$ cat config.mk
export PLATFORM = sky130hd
export DESIGN_NAME = seq_binary_to_bcd
export DESIGN_NICKNAME = d
export VERILOG_FILES = /design/src/rtl/seq_binary_to_bcd.sv
export SDC_FILE = /design/constraint.sdc
export NUM_CORES = 1
export LEC_CHECK = 0
export BUFFER_PORTS_ARGS = -buffer_cell sky130_fd_sc_hd__buf_2
export CAP_MARGIN = 30
export CORE_ASPECT_RATIO = 0.7
export CORE_UTILIZATION = 45
export DETAILED_ROUTE_END_ITERATION = 10
export PLACE_DENSITY_LB_ADDON = 0.08
export SLEW_MARGIN = 10
export SYNTH_ARGS = -nofsm -noshare
export SYNTH_HDL_FRONTEND = slang
export SYNTH_SLANG_ARGS = --single-unit
$ cat constraint.sdc
create_clock -name clk -period 1.6 [get_ports clk]
set_input_delay 0.08 -clock clk [delete_from_list [all_inputs] [get_ports clk]]
set_output_delay 0.08 -clock clk [all_outputs]
set_load 0.005 [all_outputs]
$ cat src/rtl/seq_binary_to_bcd.sv
// seq_binary_to_bcd: one-bit-per-clock double-dabble converter with handshakes and saturation; LEADING_ZERO_BLANK_EN blanks leading zeros
module seq_binary_to_bcd #(
  parameter int BIN_W = 20,
  parameter int DIGITS = 6,
  parameter int SIGNED_IN = 0
) (
  input  logic                clk,
  input  logic                reset,
  input  logic                inValid,
  output logic                inReady,
  input  logic [BIN_W-1:0]    binIn,
  input  logic                signIn,
  output logic                outValid,
  input  logic                outReady,
  output logic [4*DIGITS:0]   bcdOut,
  output logic                overflow
);
  localparam int CW = $clog2(BIN_W + 1);
  typedef enum logic [1:0] {IDLE, CONVERT, DONE} state_t;
  state_t state, state_n;
  logic [CW-1:0] cnt;
  logic [BIN_W-1:0] mag, cap_mag;
  logic [4*DIGITS-1:0] dig, adj, sat;
  logic sgn, ovf, cap_sgn, res_ovf;
  logic [4*DIGITS:0] res;
  for (genvar i = 0; i < DIGITS; i++) begin : g_adj
    assign adj[4*i+:4] = dig[4*i+:4] >= 4'd5 ? dig[4*i+:4] + 4'd3 : dig[4*i+:4];
  end
  // operand capture, saturation and next-state selection
  always_comb begin
    cap_sgn = SIGNED_IN != 0 ? binIn[BIN_W-1] : signIn;
    cap_mag = (SIGNED_IN != 0 && binIn[BIN_W-1]) ? -binIn : binIn;
    sat = ovf ? {DIGITS{4'h9}} : dig;
    state_n = state == IDLE ? (inValid ? CONVERT : IDLE) :
              state == CONVERT ? (cnt == '0 ? DONE : CONVERT) :
              (outReady ? IDLE : DONE);
  end
  assign inReady = state == IDLE;
  assign outValid = state == DONE;
  assign overflow = res_ovf;
  // shift-add-3 datapath; the zero-count cycle latches the saturated, sign-cleaned result
  always_ff @(posedge clk) begin
    if (reset) begin
      state <= IDLE;
      cnt <= '0;
      mag <= '0;
      dig <= '0;
      sgn <= 1'b0;
      ovf <= 1'b0;
      res <= '0;
      res_ovf <= 1'b0;
    end else begin
      state <= state_n;
      if (state == IDLE && inValid) begin
        sgn <= cap_sgn;
        mag <= cap_mag;
        dig <= '0;
        ovf <= 1'b0;
        cnt <= CW'(BIN_W);
      end else if (state == CONVERT && cnt != '0) begin
        {dig, mag} <= {adj[4*DIGITS-2:0], mag, 1'b0};
        ovf <= ovf | adj[4*DIGITS-1];
        cnt <= cnt - 1'b1;
      end else if (state == CONVERT) begin
        res <= {sgn & |sat, sat};
        res_ovf <= ovf;
      end
    end
  end
`ifdef LEADING_ZERO_BLANK_EN
  logic lead;
  // blank zero digits above the most significant nonzero one while presenting a result
  always_comb begin
    bcdOut = res;
    lead = state == DONE;
    for (int i = DIGITS - 1; i > 0; i--) begin
      lead = lead && res[4*i+:4] == 4'h0;
      if (lead) bcdOut[4*i+:4] = 4'hF;
    end
  end
`else
  assign bcdOut = res;
`endif
endmodule

==> results_dict.tcl, run 1 <==
set metrics [dict create \
    status "finished with violations" \
    violations_in_the_final_reports "negative setup slack" \
    floorplan.die.height_um 76.2 \
    data_arrival_critical_path_ps 2050 \
    max-slew-margin-rel 0.617 \
    cp-end-kind "flip-flop" \
    worst_path_most_repeated_cell "sky130_fd_sc_hd__buf_6" \
    critical_path.cell_chain "inv_2 > ha_4 > buf_6 > nand4bb_1 > buf_4 > nor3_4 > buf_6 > clkbuf_16 > nand3_1 > a21oi_1" \
    cts_made_buffers 9 \
    cts_max_path_buffers 2 \
    port_buffers 52 \
    post_synth_main_area_contributors "sky130_fd_sc_hd__dfxtp_1, sky130_fd_sc_hd__a311oi_1, sky130_fd_sc_hd__nand2_1" \
    clock.fmax_ghz 0.571 \
    drt.antenna.violating_nets 0 \
    total_leakage_power_nw 2.03 \
    place_area_sq_um 4060 \
    multi_input_area_sq_um 1980 \
    critical_path.max_fanout 8 \
    drt-pass1-iter-count 5 \
    layout.cell_area.non_filler_sq_um 4900 \
    drt_iter0_drc 298 \
    report.final.slew_viol_count 0 \
    fillerInstances 611 \
    ctsRootBufferMaster "sky130_fd_sc_hd__clkbuf_8" \
    yosys.area.top_type_share 0.447 \
    drt_wl_total_um 10200 \
    synth_top_cell_by_area "sky130_fd_sc_hd__dfxtp_1" \
    io-pin-count 53 \
    min_period_ps 1750 \
    vdd_drop_max_v 0.000465 \
    gr-total-overflow 0 \
    max-cap-violations 0 \
    ys_ff_latch 79 \
    critical_path_class "reg2reg" \
    setup_viol 47 \
    hold_viol_final 0 \
    hold_path_class "in2reg" \
    synth_nets 460 \
    antenna-diode-count 0 \
    period_share 1.10 \
    numClockSinks 79 \
    routed-via-count 3407 \
    postSynthCellCount 422 \
    areaGrowthSynthToFinish_pct 38.5 \
    starting_density_of_the_core 0.475 \
    rsz0062_at_grt "true" \
    timing.final.ws_setup_ps -152 \
    die_area_sq_um 8230 \
    grt_resource_usage_total 0.243 \
    cp-start-kind "flip-flop" \
    crit_slowest_cell "sky130_fd_sc_hd__dfxtp_2" \
    die-width_um 108 \
    place.gp.congestion 0.837 \
    crit_path_buf_inv_count 5 \
    drc 0 \
    mappedNetlistArea_sq_um 3540 \
    yosysWarnings 0 \
    netlist-cell-type-count 40 \
    grt_start_max_net_pins 52 \
    clk-insertion-delay-late_ps 360 \
    tightestPinTransition_ps 575 \
    cts_htree_levels 3 \
    antenna_violations_before_repair 0 \
    hpwl_um 6030 \
    hold-worst-slack_ps 1.29 \
    design.core.area_sq_um 7450 \
    clock_skew_ps 10.9 \
    cts_tree "yes" \
    cts.reportedPaths.clkPinSlew_ps 90 \
    final-seq-area_sq_um 1590 \
    nNetsFinal 555 \
    first_global_vias 3011 \
    average_detailed_routed_wire_length_per_instance_um 16.5 \
    seq_area_frac_synth 0.447 \
    vias_per_cell 5.50 \
    power_per_cell_area_nw_per_um2 989 \
    layout_cells_sized_above_1 0.316 \
    floorplan.rows 26 \
    cpPeakStageDelay_ps 330 \
    critical-path-top-delay-family "buffers and inverters" \
    required_time_of_the_critical_path_ps 1890 \
    synthesis.area_per_instance_sq_um 8.39 \
    grt_first_pass_wirelength_um 15400 \
]
==> layout by cell type, fill, tap and decap left out, drive strengths merged, types with 5 or more instances in the layout <==
cell type    instances
a22o                12
a311oi              25
a21oi               35
clkbuf              13
dfxtp               79
buf                 96
nor3                15
o21ai               15
inv                 17
xnor2                8
a211oi               7
dlygate4sd3         13
mux2i                7
nor4                 5
nor2                53
clkinv               5
nor3b                6
nand3               19
nand2               55
nand2b               8
ha                  13
==> timing repair <==
item / 4_1_cts / 5_1_grt
resized for setup: 23 / 49
setup buffers: 6 / 5
pin swaps: 9 / 49
hold buffers: 13 / 0
cloned: 3 / 5
setup endpoints to repair: 62 / 73
hold endpoints to repair: 13 / 0
==> worst paths after layout <==
path / start / endpoint / slack (ps) / depth (start not counted)
setup / recovery: cnt[1]$_SDFFE_PP0P_ / bcdOut[18]$_SDFFE_PP0P_ / -150 / 10
hold / removal: binIn[9] / mag[9]$_SDFFE_PP0P_ / 1 / 3
setup reg to reg: cnt[1]$_SDFFE_PP0P_ / bcdOut[18]$_SDFFE_PP0P_ / -150 / 10
hold reg to reg: bcdOut[1]$_SDFFE_PP0P_ / bcdOut[1]$_SDFFE_PP0P_ / 450 / 2
==> Yosys cell counts (all sizes together) <==
| cell | instances |
|---|---|
| nand4 | 1 |
| nor4b | 1 |
| nor2 | 53 |
| a31oi | 1 |
| a211oi | 7 |
| nand2b | 8 |
| nor3 | 15 |
| nand4bb | 1 |
| or3b | 1 |
| and3b | 1 |
| and2b | 1 |
| o221a | 1 |
| a311oi | 25 |
| xnor2 | 8 |
| mux2i | 7 |
| or3 | 1 |
| ha | 13 |
| nor2b | 1 |
| buf | 16 |
| o211ai | 1 |
| dfxtp | 79 |
| nor4 | 5 |
| nand2 | 55 |
| clkbuf | 13 |
| nor3b | 6 |
| nand3 | 19 |
| and2 | 1 |
| and3 | 1 |
| a21oi | 35 |
| a2111oi | 1 |
| o21ai | 15 |
| inv | 16 |
| clkinv | 1 |
| a22o | 12 |
==> cells by family after synthesis <==
logic type | Yosys count | synth area share
muxes | 7 | 0.0198
AOI/OAI and AO/OA | 98 | 0.187
and+or+nand+nor | 171 | 0.224
adders and majority gates | 13 | 0.0460
xor gates and xnor gates | 8 | 0.0198
buffers and inverters | 46 | 0.0573
DFF | 79 | 0.447
==> cell type report <==
cell class / instances / share of cell area
Clock buffer: 9 / 0.0253
Tap cell: 98 / 0.0250
Timing Repair Buffer: 113 / 0.194
Inverter: 17 / 0.0130
Sequential cell: 79 / 0.324
Clock inverter: 7 / 0.0166
Multi-Input combinational cell: 297 / 0.403
==> sequential cells by signal (all words and copies together) (netlist names) <==
signal    cells
overflow      1
bcdOut       25
sgn           1
dig          24
mag          20
ovf           1
cnt           5
state         2
==> stage by stage <==
step	power [mW]	util	TNS, ps	std cells	setup slack (ps)
floorplan	2.72	-	0	422	29.5
finish	4.85	0.658	-3510	620	-152
detailed placement	2.98	0.545	-7540	575	-267
CTS	4.71	0.620	-383	613	-46.9
global placement	2.97	0.545	-4900	575	-231
global route	5.09	0.658	-8750	620	-237
==> worst min-delay path, stage by stage <==
cell                       delay (ps)
sky130_fd_sc_hd__buf_2            100
sky130_fd_sc_hd__nor2_1            90
sky130_fd_sc_hd__a311oi_1          50
==> where the power goes <==
group | internal, mW | switching (mW) | total [mW]
sequential | 2.10 | 0.100 | 2.20
clock | 0.736 | 0.798 | 1.53
combinational | 0.545 | 0.569 | 1.11
total | 3.38 | 1.47 | 4.85
==> per-layer routing <==
metal  vias up  track usage  part of all wire
li1       1676            -                 -
met1      1615        0.374              0.51
met2       110        0.332              0.41
met3         6       0.0513             0.073
met4         0       0.0740            0.0089
met5         -            0                 0
No activity file was read; power rests on OpenSTA's default activity.
==> inputs of run 2 (changes only) <==
--- a/config.mk
+++ b/config.mk
@@ -11,6 +11,7 @@
 export CORE_UTILIZATION = 45
 export DETAILED_ROUTE_END_ITERATION = 10
 export PLACE_DENSITY_LB_ADDON = 0.08
+export SETUP_SLACK_MARGIN = 0.05
 export SLEW_MARGIN = 10
 export SYNTH_ARGS = -nofsm -noshare
 export SYNTH_HDL_FRONTEND = slang
==> run 2 against run 1 <==
Against the previous run: the run still ends with negative setup slack left; largest power group unchanged; cell count grew 1.5%; sequential share of layout area shrank 0.99 points; core utilization up 2.0 points; combinational power is 4% higher; sequential power about the same; clock skew is 2.4 ps lower; register-to-register slack gained 20 ps; wire length increased by 2.3%.
==> results_dict.tcl, run 2 (synthesis gave the netlist of run 1 again) <==
set metrics [dict create \
    starting_density_of_the_core 0.475 \
    cts_htree_levels 3 \
    hold_path_class "in2reg" \
    wl_met3_um 764 \
    areaGrowthSynthToFinish_pct 42.8 \
    cp-start-kind "flip-flop" \
    drt_wl_total_um 10500 \
    max-cap-violations 0 \
    ctsRootBufferMaster "sky130_fd_sc_hd__clkbuf_8" \
    antenna-diode-count 0 \
    drc 0 \
    register_to_register_setup_slack_ps -140 \
    mostFrequentLayoutCell "sky130_fd_sc_hd__dfxtp_1" \
    crit_cells 9 \
    tightestPinTransition_ps 592 \
    crit_path_start "cnt[1]$_SDFFE_PP0P_" \
    hpwl_um 6040 \
    report.power.total_mw 5.02 \
    cts_made_buffers 9 \
    grt_first_pass_wirelength_um 14500 \
    total_length_of_routed_met2_wires_um 4310 \
    status "finished with violations" \
    critical_path_class "reg2reg" \
    crit-reg2reg-launch "cnt[1]$_SDFFE_PP0P_" \
    die_area_sq_um 8230 \
    nNetsFinal 564 \
    min_period_ps 1740 \
    setup_viol 71 \
    routed-via-count 3496 \
    r2r-end "mag[5]$_SDFFE_PP0P_" \
    timing.final.ws_setup_ps -135 \
    hold_viol_final 0 \
    routed.top_layer "met4" \
    clk-insertion-delay-late_ps 360 \
    violations_in_the_final_reports "negative setup slack" \
    crit_path_buf_inv_count 4 \
    cp-end-kind "flip-flop" \
    r2r_worst_path_depth 9 \
    first_global_vias 2867 \
    drt-pass1-iter-count 5 \
    largest_register_ffs 25 \
    cts_tree "yes" \
    finalCoreUtilization 0.678 \
    required_time_of_the_critical_path_ps 1860 \
    place.gp.congestion 0.846 \
    critical-path-top-delay-family "buffers and inverters" \
    average_detailed_routed_wire_length_per_instance_um 16.7 \
    numClockSinks 79 \
    drt_iter0_drc 288 \
    total_leakage_power_nw 2.06 \
    worst_path_most_repeated_cell "sky130_fd_sc_hd__buf_6" \
    cts.reportedPaths.clkPinSlew_ps 90 \
    grt_start_max_net_pins 52 \
    clock.fmax_ghz 0.576 \
    max-slew-margin-rel 0.605 \
    report.final.slew_viol_count 0 \
    wl_met1_um 5300 \
    period_share 1.08 \
    critPathCapture "mag[5]$_SDFFE_PP0P_" \
    vias_per_cell 5.56 \
    io-pin-count 53 \
    vdd_drop_max_v 0.000644 \
    final.setup.tns_ps -5600 \
    die-width_um 108 \
    floorplan.rows 26 \
    critical_path.cell_chain "inv_2 > ha_4 > nor4b_4 > buf_4 > nor2b_4 > buf_6 > buf_6 > nand2_1 > a311oi_1" \
    clock_skew_ps 8.43 \
    worst_hold_path.num_cells 3 \
    layout_cells_sized_above_1 0.352 \
    mostFrequentLayoutCells "sky130_fd_sc_hd__dfxtp_1, sky130_fd_sc_hd__buf_2, sky130_fd_sc_hd__nand2_1, sky130_fd_sc_hd__nor2_1, sky130_fd_sc_hd__buf_4" \
    data_arrival_critical_path_ps 2000 \
    grt_resource_usage_total 0.228 \
    critical_path.max_fanout 6 \
    floorplan.die.height_um 76.2 \
    rsz0062_at_grt "true" \
    cts_max_path_buffers 2 \
    power_per_cell_area_nw_per_um2 994 \
    port_buffers 52 \
    crit_slowest_cell "sky130_fd_sc_hd__dfxtp_2" \
    drt.antenna.violating_nets 0 \
    gr-total-overflow 0 \
    antenna_violations_before_repair 0 \
    cpPeakStageDelay_ps 340 \
    design.core.area_sq_um 7450 \
]
## run 2: worst min path at each step
| stage | startpoint | end |
|---|---|---|
| CTS | binIn[4] | mag[4]$_SDFFE_PP0P_ |
| floorplan | outReady | state[1]$_SDFF_PP0_ |
| global placement | outReady | state[1]$_SDFF_PP0_ |
| detailed placement | outReady | state[1]$_SDFF_PP0_ |
| finish | binIn[17] | mag[17]$_SDFFE_PP0P_ |
| global route | binIn[17] | mag[17]$_SDFFE_PP0P_ |
## run 2: what timing repair did
| action | in CTS | in global routing |
|---|---|---|
| hold buffers | 14 | 0 |
| hold endpoints to repair | 14 | 0 |
| cloned | 0 | 10 |
| pin swaps | 4 | 50 |
| setup buffers | 3 | 8 |
| setup endpoints to repair | 74 | 72 |
| resized for setup | 30 | 61 |
## run 2: worst min-delay path, cell delays in order
cell                       delay [ps]
sky130_fd_sc_hd__buf_2            100
sky130_fd_sc_hd__nor2_1           100
sky130_fd_sc_hd__a311oi_1          50
## run 2: metal layers
| metal | GRT usage | vias up |
|---|---|---|
| met3 | 0.0719 | 14 |
| met1 | 0.354 | 1652 |
| met5 | 0 | - |
| li1 | - | 1697 |
| met4 | 0.0562 | 0 |
| met2 | 0.296 | 133 |
## run 2: per-stage QoR
| step | hold slack (ps) | instance area [sq um] | setup WS [ps] | instances |
|---|---|---|---|---|
| floorplan | 202 | 3550 | 52.7 | 422 |
| global placement | 297 | 4070 | -204 | 578 |
| detailed placement | 314 | 4070 | -233 | 578 |
| CTS | 0.0190 | 4580 | -37.7 | 611 |
| global route | 0.209 | 5050 | -239 | 629 |
| finish | 11.1 | 5050 | -135 | 629 |
## run 2: layout make-up
| type | instances | area (sq um) |
|---|---|---|
| sequential | 79 | 1590 |
| clock buffer | 11 | 141 |
| timing repair buffer | 122 | 1020 |
| multi-input combinational | 297 | 2040 |
| tap | 98 | 123 |
| clock inverter | 5 | 81.3 |
| inverter | 17 | 63.8 |
| fill | 588 | 2400 |
## run 2: power by group
| part | total, mW | leakage, nW | internal (mW) | switching [mW] |
|---|---|---|---|---|
| clock network | 1.67 | 0.110 | 0.922 | 0.746 |
| registers | 2.20 | 0.645 | 2.10 | 0.101 |
| logic | 1.15 | 1.30 | 0.569 | 0.586 |
| total | 5.02 | 2.06 | 3.59 | 1.43 |
==> inputs of run 3 (changes only) <==
--- a/config.mk
+++ b/config.mk
@@ -10,8 +10,10 @@
 export CORE_ASPECT_RATIO = 0.7
 export CORE_UTILIZATION = 45
 export DETAILED_ROUTE_END_ITERATION = 10
+export GPL_TIMING_DRIVEN = 1
 export PLACE_DENSITY_LB_ADDON = 0.08
 export SETUP_SLACK_MARGIN = 0.05
+export SKIP_LAST_GASP = 1
 export SLEW_MARGIN = 10
 export SYNTH_ARGS = -nofsm -noshare
 export SYNTH_HDL_FRONTEND = slang
==> run 3 against run 2 <==
Against the previous run: worst hold slack hardly changed; via count down 0.31%; total power is 0.54% higher; combinational power barely moved; the run still ends with negative setup slack left; cell count up 0.64%; largest cell class unchanged; register-to-register slack hardly changed; count of clock-buffer cells in the layout is the same; setup slack got worse by 3.8 ps; sequential cell count is the same; critical path depth up 1; wire length shrank 0.45%; first-iteration DRC count is 14% lower.
==> results_dict.tcl, run 3 (synthesis gave the netlist of run 1 again) <==
set metrics [dict create \
    worst_path_most_repeated_cell "sky130_fd_sc_hd__buf_6" \
    cts.reportedPaths.clkPinSlew_ps 80 \
    setup_viol 64 \
    internal_pwr_total_mw 3.63 \
    place.gp.congestion 0.846 \
    critical_path_class "reg2reg" \
    placedCellCount 578 \
    place_area_sq_um 4070 \
    starting_density_of_the_core 0.475 \
    design.core.area_sq_um 7450 \
    min_period_ps 1740 \
    mostFrequentLayoutCell "sky130_fd_sc_hd__dfxtp_1" \
    grt_resource_usage_total 0.227 \
    layout.cell_area.non_filler_sq_um 5100 \
    tightestPinTransition_ps 588 \
    port_buffers 52 \
    report.final.slew_viol_count 0 \
    nNetsFinal 568 \
    numClockSinks 79 \
    ctsRootBufferMaster "sky130_fd_sc_hd__clkbuf_8" \
    average_detailed_routed_wire_length_per_instance_um 16.5 \
    total_leakage_power_nw 2.07 \
    vias_per_cell 5.51 \
    drc 0 \
    floorplan.die.height_um 76.2 \
    cts_htree_levels 3 \
    drt_wl_total_um 10400 \
    drt_iter0_drc 248 \
    max-cap-violations 0 \
    gr-max-usage-layer "met1" \
    rsz0062_at_grt "true" \
    grt_start_max_net_pins 52 \
    cp-start-kind "flip-flop" \
    power_per_cell_area_nw_per_um2 991 \
    period_share 1.09 \
    clk-insertion-delay-late_ps 360 \
    gr-usage-met3 0.0719 \
    antenna-diode-count 0 \
    die-width_um 108 \
    antenna_violations_before_repair 0 \
    required_time_of_the_critical_path_ps 1870 \
    grt_first_pass_wirelength_um 14500 \
    areaGrowthSynthToFinish_pct 44.0 \
    cts_made_buffers 9 \
    hold_viol_final 0 \
    critical_path.max_fanout 8 \
    status "finished with violations" \
    clock.fmax_ghz 0.575 \
    cts_tree "yes" \
    power_frac_clock 0.330 \
    io-pin-count 53 \
    hpwl_um 6040 \
    drt.antenna.violating_nets 0 \
    mostFrequentLayoutCells "sky130_fd_sc_hd__dfxtp_1, sky130_fd_sc_hd__buf_2, sky130_fd_sc_hd__nand2_1, sky130_fd_sc_hd__nor2_1, sky130_fd_sc_hd__buf_4" \
    final.setup.tns_ps -4160 \
    drt-pass1-iter-count 5 \
    power.sequential.fraction 0.436 \
    max-slew-margin-rel 0.608 \
    clock_skew_ps 6.55 \
    final_cell_count_no_fill 633 \
    violations_in_the_final_reports "negative setup slack" \
    timing.final.ws_setup_ps -139 \
    global_route.usage.met2 0.293 \
    netSwitchingPower_mw 1.43 \
    cts_max_path_buffers 2 \
    floorplan.rows 26 \
    critical_path.cell_chain "inv_2 > ha_4 > buf_6 > nand4bb_1 > buf_4 > nor3_4 > buf_6 > buf_12 > nor2_1 > a311oi_1" \
    crit_slowest_cell "sky130_fd_sc_hd__dfxtp_2" \
    vdd_drop_max_v 0.000656 \
    first_global_vias 2869 \
    data_arrival_critical_path_ps 2010 \
    finalCoreUtilization 0.684 \
    hold_path_class "in2reg" \
    cpPeakStageDelay_ps 330 \
    layout_cells_sized_above_1 0.348 \
    die_area_sq_um 8230 \
    report.power.total_mw 5.05 \
    cp-end-kind "flip-flop" \
    largest_register_ffs 25 \
    grt.met1_usage 0.354 \
    register_to_register_setup_slack_ps -140 \
    routed-via-count 3485 \
    comb_power_share 0.234 \
    switching_share 0.282 \
    gr-total-overflow 0 \
]
[run 3: path summary, 6_finish.rpt]
| kind | depth (start not counted) | start | to |
|---|---|---|---|
| setup / recovery | 10 | cnt[1]$_SDFFE_PP0P_ | bcdOut[20]$_SDFFE_PP0P_ |
| hold / removal | 3 | binIn[4] | mag[4]$_SDFFE_PP0P_ |
| setup reg to reg | 10 | cnt[1]$_SDFFE_PP0P_ | bcdOut[20]$_SDFFE_PP0P_ |
| hold reg to reg | 2 | bcdOut[17]$_SDFFE_PP0P_ | bcdOut[17]$_SDFFE_PP0P_ |
[run 3: what timing repair did]
action,4_1_cts,5_1_grt
gates resized for setup,25,63
cloned,0,10
hold buffers,14,0
hold endpoints to repair,14,0
endpoints found under the setup margin,74,70
buffers inserted,3,12
pin swaps,4,45
[run 3: routing by layer]
layer	vias to the layer above	part of all wire	wire length, um
met5	-	0	0
met4	0	0.0085	89
met3	11	0.068	710
met2	118	0.42	4370
met1	1647	0.50	5260
li1	1709	-	-
[run 3: per-stage QoR]
stage	worst slack [ps]	hold slack [ps]
floorplan	52.7	202
global placement	-204	297
detailed placement	-233	314
CTS	-37.7	0.0190
global route	-244	0.0664
finish	-139	10.8
[run 3: layout make-up]
cell class | instances | area (sq um)
inverter | 17 | 63.8
tap | 98 | 123
multi-input combinational | 297 | 2020
sequential | 79 | 1590
timing repair buffer | 126 | 1080
fill | 596 | 2350
clock inverter | 5 | 81.3
clock buffer | 11 | 141
[run 3: power by group through the flow]
stage	combinational [mW]	sequential (mW)	clock (mW)
finish	1.18	2.20	1.67
global route	1.28	2.22	1.78
CTS	0.871	2.19	1.70
detailed placement	0.759	2.23	0
global placement	0.746	2.23	0
floorplan	0.497	2.22	0
[run 3: worst max-delay path, delay by kind of cell (launching register included)]
family          cells  cell delay, ps
flops               1             330
buf+inv             5             580
compound gates      1             230
fa+ha+maj           1             140
simple gates        3             380
